**src/rtl/rfaludm_controller_if.sv**
```systemverilog
// rfaludm_controller_if: fetch handshake and datapath control bundle for the LEGv8 controller
interface rfaludm_controller_if;
    logic [31:0] Instr;
    logic        InstrValid;
    logic        InstrReady;
    logic        Zero;
    logic [1:0]  ALUOp;
    logic [10:0] OpCodefield;
    logic [4:0]  Read1;
    logic [4:0]  Read2;
    logic [4:0]  WriteReg;
    logic        RegWrite;
    logic        MemRead;
    logic        MemWrite;
    logic [8:0]  DispIn;
    logic        ALUSrc_Select;
    logic        MemtoReg_Select;
    logic        Done;
    logic        BranchTaken;
    logic        IllegalOp;
    modport master (
        output Instr, InstrValid, Zero,
        input  InstrReady, ALUOp, OpCodefield, Read1, Read2, WriteReg, RegWrite, MemRead,
               MemWrite, DispIn, ALUSrc_Select, MemtoReg_Select, Done, BranchTaken, IllegalOp
    );
    modport slave (
        input  Instr, InstrValid, Zero,
        output InstrReady, ALUOp, OpCodefield, Read1, Read2, WriteReg, RegWrite, MemRead,
               MemWrite, DispIn, ALUSrc_Select, MemtoReg_Select, Done, BranchTaken, IllegalOp
    );
endinterface

```
**src/rtl/rfaludm_controller.sv**
```systemverilog
// rfaludm_controller: multi-cycle LEGv8 controller (R-type, LDUR, STUR, CBZ) driving a regfile/ALU/data-memory datapath
module rfaludm_controller (
    input  logic                  clock,
    input  logic                  reset,
    rfaludm_controller_if.slave   bus
);
    typedef enum logic [2:0] {IDLE, DECODE, EXEC, MEM, WB} state_t;
    typedef enum logic [2:0] {K_ILL, K_R, K_LD, K_ST, K_CB} kind_t;
    state_t      r_state, w_next;
    kind_t       r_kind, w_kind;
    logic [1:0]  r_aluop;
    logic [10:0] r_opc, w_op;
    logic [4:0]  r_rd1, r_rd2, r_wr;
    logic [8:0]  r_disp;
    logic        r_alusrc, r_m2r;
    logic        w_accept, w_final, w_unused;
    assign w_unused = ^bus.Instr[11:10];
    assign w_op = bus.Instr[31:21];
    assign w_kind = (w_op == 11'b10001011000 || w_op == 11'b11001011000 ||
                     w_op == 11'b10001010000 || w_op == 11'b10101010000) ? K_R :
                    (w_op == 11'b11111000010) ? K_LD :
                    (w_op == 11'b11111000000) ? K_ST :
                    (bus.Instr[31:24] == 8'b10110100) ? K_CB : K_ILL;
    assign bus.InstrReady = (r_state == IDLE) && !reset;
    assign w_accept = bus.InstrReady && bus.InstrValid;
    assign w_final = (r_state == DECODE && r_kind == K_ILL) || (r_state == EXEC && r_kind == K_CB) ||
                     (r_state == MEM && r_kind == K_ST) || (r_state == WB);
    always_comb begin
        w_next = r_state;
        case (r_state)
            IDLE:    w_next = w_accept ? DECODE : IDLE;
            DECODE:  w_next = (r_kind == K_ILL) ? IDLE : EXEC;
            EXEC:    w_next = (r_kind == K_R) ? WB : (r_kind == K_LD || r_kind == K_ST) ? MEM : IDLE;
            MEM:     w_next = (r_kind == K_LD) ? WB : IDLE;
            default: w_next = IDLE;
        endcase
    end
    always_ff @(posedge clock) begin
        r_state <= reset ? IDLE : w_next;
        if (reset || w_final) begin
            r_kind   <= K_ILL;
            r_aluop  <= '0;
            r_opc    <= '0;
            r_rd1    <= '0;
            r_rd2    <= '0;
            r_wr     <= '0;
            r_disp   <= '0;
            r_alusrc <= 1'b0;
            r_m2r    <= 1'b0;
        end else if (w_accept) begin
            r_kind   <= w_kind;
            r_aluop  <= (w_kind == K_R) ? 2'b10 : (w_kind == K_CB) ? 2'b01 : 2'b00;
            r_opc    <= w_op;
            r_rd1    <= (w_kind == K_R || w_kind == K_LD || w_kind == K_ST) ? bus.Instr[9:5] : 5'd0;
            r_rd2    <= (w_kind == K_R) ? bus.Instr[20:16] :
                        (w_kind == K_ST || w_kind == K_CB) ? bus.Instr[4:0] : 5'd0;
            r_wr     <= (w_kind == K_R || w_kind == K_LD) ? bus.Instr[4:0] : 5'd0;
            r_disp   <= bus.Instr[20:12];
            r_alusrc <= (w_kind == K_LD || w_kind == K_ST);
            r_m2r    <= (w_kind == K_LD);
        end
    end
    assign bus.ALUOp           = r_aluop;
    assign bus.OpCodefield     = r_opc;
    assign bus.Read1           = r_rd1;
    assign bus.Read2           = r_rd2;
    assign bus.WriteReg        = r_wr;
    assign bus.DispIn          = r_disp;
    assign bus.ALUSrc_Select   = r_alusrc;
    assign bus.MemtoReg_Select = r_m2r;
    assign bus.RegWrite        = (r_state == WB) && (r_wr != 5'd31);
    assign bus.MemRead         = (r_state == MEM || r_state == WB) && (r_kind == K_LD);
    assign bus.MemWrite        = (r_state == MEM) && (r_kind == K_ST);
    assign bus.Done            = w_final;
    assign bus.BranchTaken     = (r_state == EXEC) && (r_kind == K_CB) && bus.Zero;
    assign bus.IllegalOp       = (r_state == DECODE) && (r_kind == K_ILL);
endmodule

```
**src/flat_wrapper.sv**
```systemverilog
// flat-port wrapper written by rule: the top's interface ports become plain ports
module rfaludm_controller_flat 
  (clock, reset, bus_Instr, bus_InstrValid, bus_Zero, bus_InstrReady, bus_ALUOp, bus_OpCodefield, bus_Read1, bus_Read2, bus_WriteReg, bus_RegWrite, bus_MemRead, bus_MemWrite, bus_DispIn, bus_ALUSrc_Select, bus_MemtoReg_Select, bus_Done, bus_BranchTaken, bus_IllegalOp);
  rfaludm_controller_if bus_i ();
  input  logic clock;
  input  logic reset;
  input wire logic [$bits(bus_i.Instr)-1:0] bus_Instr;
  input wire logic [$bits(bus_i.InstrValid)-1:0] bus_InstrValid;
  input wire logic [$bits(bus_i.Zero)-1:0] bus_Zero;
  output wire logic [$bits(bus_i.InstrReady)-1:0] bus_InstrReady;
  output wire logic [$bits(bus_i.ALUOp)-1:0] bus_ALUOp;
  output wire logic [$bits(bus_i.OpCodefield)-1:0] bus_OpCodefield;
  output wire logic [$bits(bus_i.Read1)-1:0] bus_Read1;
  output wire logic [$bits(bus_i.Read2)-1:0] bus_Read2;
  output wire logic [$bits(bus_i.WriteReg)-1:0] bus_WriteReg;
  output wire logic [$bits(bus_i.RegWrite)-1:0] bus_RegWrite;
  output wire logic [$bits(bus_i.MemRead)-1:0] bus_MemRead;
  output wire logic [$bits(bus_i.MemWrite)-1:0] bus_MemWrite;
  output wire logic [$bits(bus_i.DispIn)-1:0] bus_DispIn;
  output wire logic [$bits(bus_i.ALUSrc_Select)-1:0] bus_ALUSrc_Select;
  output wire logic [$bits(bus_i.MemtoReg_Select)-1:0] bus_MemtoReg_Select;
  output wire logic [$bits(bus_i.Done)-1:0] bus_Done;
  output wire logic [$bits(bus_i.BranchTaken)-1:0] bus_BranchTaken;
  output wire logic [$bits(bus_i.IllegalOp)-1:0] bus_IllegalOp;
  assign bus_i.Instr = bus_Instr;
  assign bus_i.InstrValid = bus_InstrValid;
  assign bus_i.Zero = bus_Zero;
  assign bus_InstrReady = bus_i.InstrReady;
  assign bus_ALUOp = bus_i.ALUOp;
  assign bus_OpCodefield = bus_i.OpCodefield;
  assign bus_Read1 = bus_i.Read1;
  assign bus_Read2 = bus_i.Read2;
  assign bus_WriteReg = bus_i.WriteReg;
  assign bus_RegWrite = bus_i.RegWrite;
  assign bus_MemRead = bus_i.MemRead;
  assign bus_MemWrite = bus_i.MemWrite;
  assign bus_DispIn = bus_i.DispIn;
  assign bus_ALUSrc_Select = bus_i.ALUSrc_Select;
  assign bus_MemtoReg_Select = bus_i.MemtoReg_Select;
  assign bus_Done = bus_i.Done;
  assign bus_BranchTaken = bus_i.BranchTaken;
  assign bus_IllegalOp = bus_i.IllegalOp;
  rfaludm_controller u_core (.clock(clock), .reset(reset), .bus(bus_i));
endmodule
```
**config.mk**
```make
export PLATFORM = sky130hd
export DESIGN_NAME = rfaludm_controller_flat
export DESIGN_NICKNAME = d
export VERILOG_FILES = /design/src/rtl/rfaludm_controller_if.sv /design/src/rtl/rfaludm_controller.sv /design/src/flat_wrapper.sv
export SDC_FILE = /design/constraint.sdc
export NUM_CORES = 1
export LEC_CHECK = 0
export CAP_MARGIN = 20
export CORE_MARGIN = 2
export CORE_UTILIZATION = 43
export DETAILED_ROUTE_END_ITERATION = 7
export PLACE_DENSITY_LB_ADDON = 0.15
export SLEW_MARGIN = 40
export SYNTH_ARGS = -nofsm -noshare
export SYNTH_HDL_FRONTEND = slang
export SYNTH_SLANG_ARGS = --single-unit
```
**constraint.sdc**
```tcl
create_clock -name clock -period 1.9 [get_ports clock]
set_clock_uncertainty 0.15 [all_clocks]
set_input_delay 0.38 -clock clock [delete_from_list [all_inputs] [get_ports clock]]
set_output_delay 0.38 -clock clock [all_outputs]
set_load 0.02 [all_outputs]
```
==> run_results.csv <==
group,metric,value,unit
synthesis,syn_inst,250,
floorplan,die-width,72.7,µm
run,maxCapViolCount,0,
global_route,grt_pass1_wl,9780,µm
placed_design,port_buffers,79,
sta,hold_viol_final,0,
synthesis,synth.most_common_cell,"nand2_1",
setup_path,cpPeakStageDelay,0.34,ns
floorplan,start_util,45.6,%
setup_path,crit_arrival,1.50,ns
power_and_ir_drop,powerDensity,591,nW/µm²
drt,drt_iter0_drc,147,
synthesis,synth_edf_count,0,
setup_path,endpoint_kind,"primary output",
drt,totalWireLength,6620,µm
outcome,failed_checks,"setup timing",
drt,routed_wire_length_per_instance,15.8,µm
sta,finalCritPeriodShare,107,%
setup_path,cp_common_cell,"buf_6",
global_route,grt_use_total,23.8,%
placed_design,place_area,3100,µm²
global_route,grt_overflow,0,
clock_network,cts-buffers-inserted,5,
layout,fillers,290,
layout,drive_gt1_share,27.8,%
setup_path,crit_required,1.37,ns
clock_network,cts_sinks,45,
setup_path,reg2reg_setup_slack,-0.11,ns
sta,maxSlewViolCount,0,
layout,stdcell_area,3580,µm²
floorplan,rows,24,
clock_network,clk_pin_slew_worst_paths,0.08,ns
sta,worst_slew_pin_slew,0.390,ns
power_and_ir_drop,irDropWorstVdd,0.494,mV
floorplan,io_pins,82,
synthesis,synth_area_leaders,"dfxtp_1, nand2_1, a21oi_1, or4b_1, buf_2",
outcome,status,"finished with violations",
synthesis,syn_area_per_cell,8.11,µm²
clock_network,tritoncts,"yes",
layout,areaGrowthSynthToFinish,76.7,%
global_route,antenna_found_initial,0,
synthesis,yosysTopAreaCell,"dfxtp_1",
clock_network,clock_latency,0.29,ns
synthesis,synth.net_count,286,
placed_design,place.gp.congestion,0.835,
setup_path,crit_type,"reg -> out",
synthesis,yosys_register_bits,45,
sta,slew_headroom,73.9,%
setup_path,path_cells,"buf_6, buf_6, nor4_4, buf_4, buf_6",
synthesis,synth.distinct_cells,42,
sta,layout_setup_ws,-0.128,ns
floorplan,die_y,72.7,µm
clock_network,ctsHoldBuffers,0,
synthesis,synth_area,2030,µm²
global_route,grt_max_degree,44,
synthesis,ys_warn_count,0,
layout,diodes,0,
setup_path,path_max_fanout,4,
synthesis,synth-async-reset-ratio,0,%
drt,dr.pass1.iters,4,
synthesis,ys.flop_type,"dfxtp_1",
floorplan,die-area,5280,µm²
setup_path,cp_slowest_cell,"dfxtp_2",
synthesis,synth_common_cells,"nand2_1, dfxtp_1, a21oi_1, buf_2, nor2_1",
placed_design,hpwl,4130,µm
layout,nNetsFinal,402,
layout,fin_util,80.6,%
power_and_ir_drop,leakage,1.30,nW
min_path,hold_path.class,"in -> reg",
drt,vias_per_cell,5.42,
floorplan,design.core.area,4440,µm²
synthesis,synth_top_area_share,44.4,%
drt,num_vias,2273,
clock_network,cts_max_level,2,
sta,rsz0062_at_grt,"yes",
synthesis,ys_seq_area_share,44.4,%
clock_network,cts_root_buffer,"clkbuf_8",
clock_network,clk_path_buf_depth,2,
sta,period_needed,2.03,ns
drt,ant_nets,0,
drt,route.detailed.drc,0,
sta,clock.fmax,493,MHz
global_route,first_global_vias,2098,
setup_path,start_kind,"register",
sta,setup_violations,18,
==> layer usage <==
metal | GRT usage [%] | up-vias | wire [µm]
li1 | - | 1118 | -
met1 | 29.9 | 1065 | 2760
met2 | 40.2 | 82 | 3380
met3 | 6.35 | 8 | 408
met4 | 6.79 | 0 | 74
met5 | 0 | - | 0
==> critical path, delay by kind of cell (launching register included) <==
kind | cells | cell delay, ns
buffers and inverters | 4 | 0.53
DFF | 1 | 0.34
and+or+nand+nor | 1 | 0.34
==> power by group <==
part           switching [mW]  internal [mW]  leakage (nW)
registers              0.0117          0.961         0.366
clock network           0.326          0.429        0.0585
logic                   0.187          0.203         0.874
==> area by class of cell <==
cell class | count | area, µm² | area share [%]
Tap cell | 52 | 65.1 | 1.82
Clock inverter | 1 | 30.0 | 0.838
Inverter | 3 | 11.3 | 0.314
Sequential cell | 45 | 908 | 25.4
Clock buffer | 7 | 86.3 | 2.41
Multi-Input combinational cell | 185 | 1230 | 34.3
Timing Repair Buffer | 126 | 1250 | 35.0
==> flip-flops by register name, indices dropped and copies added, names as in the netlist <==
| register | cells |
|---|---|
| u_core.bus.ALUOp | 2 |
| u_core.bus.ALUSrc_Select | 1 |
| u_core.bus.DispIn | 9 |
| u_core.bus.MemtoReg_Select | 1 |
| u_core.bus.OpCodefield | 11 |
| u_core.bus.Read1 | 5 |
| u_core.bus.Read2 | 5 |
| u_core.bus.WriteReg | 5 |
| u_core.r_kind | 3 |
| u_core.r_state | 3 |
==> final timing paths <==
path / from / end / depth (start not counted)
worst max register to register: u_core.r_state[0] / u_core.r_kind[2] / 6
worst min-delay path: bus_Instr[28] / u_core.bus.OpCodefield[7] / 3
worst max-delay path: u_core.r_state[0] / bus_InstrReady / 5
worst min register to register: u_core.r_state[0] / u_core.r_state[0] / 1
==> repair_timing <==
item	4_1_cts	5_1_grt
setup endpoints to repair	20	32
setup buffers	5	4
gates cloned	1	2
gates resized for setup	60	44
pin swaps	15	22
==> placed cells by master, fill, tap and decap left out, types with 3 or more instances in the layout <==
cell type        instances
or4b_1                   5
clkbuf_8                 6
buf_4                   36
clkdlybuf4s50_1         66
nor3_1                   3
a211o_1                  5
nand2b_1                 3
a21oi_1                 25
nand3_1                  5
and3_1                   3
dlygate4sd2_1            4
buf_12                   5
buf_6                    9
dfxtp_1                 41
nor2_1                   7
dfxtp_2                  3
inv_1                    3
a21oi_2                 13
a31oi_1                  6
nand2_1                 71
==> through the flow <==
stage	setup TNS (ns)	std cells	power [mW]	setup WS [ns]	hold WS [ns]
floorplan	0	250	1.13	0.0222	0.307
global placement	-8.78	400	1.32	-0.343	0.285
detailed placement	-9.89	400	1.32	-0.399	0.296
CTS	-0.575	414	2.08	-0.107	0.294
global route	-4.76	419	2.20	-0.228	0.256
finish	-0.987	419	2.12	-0.128	0.252
==> cells by family (layout without fill, tap and decap cells) <==
kind of cell	Yosys count	after routing	share of synthesized area [%]
AND/OR/NAND/NOR	122	123	31.4
AO/OA/AOI/OAI	61	61	18.6
flip-flops	45	45	44.4
buffers and inverters	21	137	5.06
multiplexers	1	1	0.494
No activity file was read; power rests on OpenSTA's default activity.
==> patch (config.mk and constraints unchanged) <==
Encoding of `state_t`: now Gray code (3 bits for 5 states).
--- a/src/rtl/rfaludm_controller.sv
+++ b/src/rtl/rfaludm_controller.sv
@@ -5,5 +5,5 @@
     rfaludm_controller_if.slave   bus
 );
-    typedef enum logic [2:0] {IDLE, DECODE, EXEC, MEM, WB} state_t;
+    typedef enum logic [2:0] {IDLE = 3'b000, DECODE = 3'b001, EXEC = 3'b011, MEM = 3'b010, WB = 3'b110} state_t;
     typedef enum logic [2:0] {K_ILL, K_R, K_LD, K_ST, K_CB} kind_t;
     state_t      r_state, w_next;
Function: same outputs for any inputs over 10 cycles, from zero or initial values and one cycle with reset high; not proved beyond that.
==> patch against the original RTL <==
The run still ends with setup timing left. Cell area is 1.1% lower. Power is 2.9% lower. Combinational power is 13% lower. Sequential share of layout area is 0.14 points higher. Area after synthesis is 8.1% higher. Critical path depth is 1 lower. Sequential cell count stayed put. Wire length hardly changed. Setup slack better by 13 ps. Highest routed layer unchanged.
==> patch: results (changes against the original RTL) <==
status finished, violations left (unchanged); failing checks setup timing (unchanged); reg2reg start u_core.r_state[2]$_SDFF_PP0_ (was u_core.r_state[0]$_SDFF_PP0_); r2r endpoint u_core.r_kind[0]$_SDFFE_PP0P_ (was u_core.r_kind[2]$_SDFFE_PP0P_); Vias/cell 5.27 (was 5.42); Reg area 903 um2 (was 908 um2); Crit. Startpoint u_core.r_state[1]$_SDFF_PP0_ (was u_core.r_state[0]$_SDFF_PP0_); Post-Route WL 6620 um (about the same); Slowest cell on crit path or3b_4 (was dfxtp_2); net count after synthesis 279 (was 286); Crit Path Max Fanout 3 (was 4); leakage power 1.30 nW (about the same); Iter 0 DRT Violations 114 (was 147); Placer Congestion 0.853 (was 0.835); Psw 0.495 mW (was 0.524 mW); Tot GR Track Use 22.3% (was 23.8%); largest net degree at the start of global routing 38 (was 44); first-pass GRT wire length 9890 um (was 9780 um); main area contributors after synthesis dfxtp_1 (41%), a21oi_2 (12%), nand2_1 (10%) (was dfxtp_1 (44%), nand2_1 (13%), a21oi_1 (9.4%)); final setup violation count 1 (was 18); worst reg-to-reg path cell count 8 (was 6); flop2flop setup slack 10 ps (was -110 ps); proportion of layout cells with a drive suffix above 1 33.5% (was 27.8%); Setup WS post-layout -115 ps (was -128 ps); post-synthesis cell type count 46 (was 42); Critical Path End bus_Done (was bus_InstrReady); P_int 1.56 mW (was 1.59 mW); Seq group 0.971 mW (was 0.972 mW); DP HPWL 4460 um (was 4130 um); Fillers 403 (was 290); Top delay family on crit path simple AND/OR/NAND/NOR gates (was buffers and inverters); peak supply drop 0.000442 V (was 0.000494 V); Worst-Margin Slew 440 ps (was 390 ps); Comb power frac 16.5% (was 18.4%)
[patch: changes by cell type after synthesis, moves of 5 or more]
| cell | delta |
|---|---|
| a21oi_1 | -29 |
| a21oi_2 | +29 |
| o211ai_1 | +11 |
| nand2_1 | -10 |
| a31oi_1 | -6 |
| or4b_1 | -6 |
| a211o_1 | -5 |
| nor2_1 | -5 |
| o2111ai_1 | -5 |
| o31a_1 | +5 |
[patch: cell families (layout without fill, tap and decap cells)]
family / count (synthesis) / after routing / share of synthesized area, %
compound gates: 68 / 68 / 25.9
buf+inv: 21 / 136 / 6.91
flops: 45 / 45 / 41.1
simple gates: 109 / 109 / 26.1
[patch: layer usage]
layer / track usage, % / wire, um / up-vias
li1: - / - / 1088
met1: 29.4 / 2850 / 1070
met2: 36.6 / 3240 / 69
met3: 3.97 / 341 / 14
met4: 7.99 / 190 / 0
met5: 0 / 0 / -
[patch: area by class of cell]
class,count,share of cell area (%)
clock buffer,7,2.44
tap,67,2.37
multi-input combinational,177,35.7
sequential,45,25.5
inverter,4,0.424
clock inverter,1,0.847
timing repair buffer,124,32.8
[patch: how the worst min path moves through the flow]
| stage | startpoint | endpoint | depth (start not counted) |
|---|---|---|---|
| 2_1_floorplan | reset | u_core.r_state[0]$_SDFF_PP0_ | 1 |
| 3_3_place_gp | u_core.bus.DispIn[1]$_SDFFE_PP0P_ | u_core.bus.DispIn[1]$_SDFFE_PP0P_ | 2 |
| 3_5_place_dp | u_core.bus.DispIn[1]$_SDFFE_PP0P_ | u_core.bus.DispIn[1]$_SDFFE_PP0P_ | 2 |
| 4_1_cts | u_core.bus.DispIn[2]$_SDFFE_PP0P_ | u_core.bus.DispIn[2]$_SDFFE_PP0P_ | 2 |
| 5_1_grt | bus_Instr[23] | u_core.bus.OpCodefield[2]$_SDFFE_PP0P_ | 3 |
| 6_report | bus_Instr[23] | u_core.bus.OpCodefield[2]$_SDFFE_PP0P_ | 3 |
[patch: worst register-to-register path, stage by stage, from the launching register on]
cell and delay, ps:
dfxtp_2 330, buf_6 110, buf_6 110, nor4_4 280
buf_4 200, and4_4 240, buf_4 110, o21ai_0 130
a21oi_2 160
[patch: what timing repair did]
item | in CTS | in global routing
endpoints found under the setup margin | 27 | 30
gates resized for setup | 49 | 39
pin swaps | 6 | 18
endpoints found under the hold margin | 0 | 0
gates cloned | 0 | 1
buffers inserted | 0 | 2
[patch: through the flow]
step / TNS, ps / std cells / setup WS, ps / hold WS [ps]
after floorplan: 0 / 243 / 35.6 / 303
after global placement: -12730 / 414 / -461 / 293
after detailed placement: -14950 / 414 / -508 / 302
after CTS: -157 / 422 / -125 / 313
after global routing: -371 / 425 / -158 / 211
final: -115 / 425 / -115 / 206
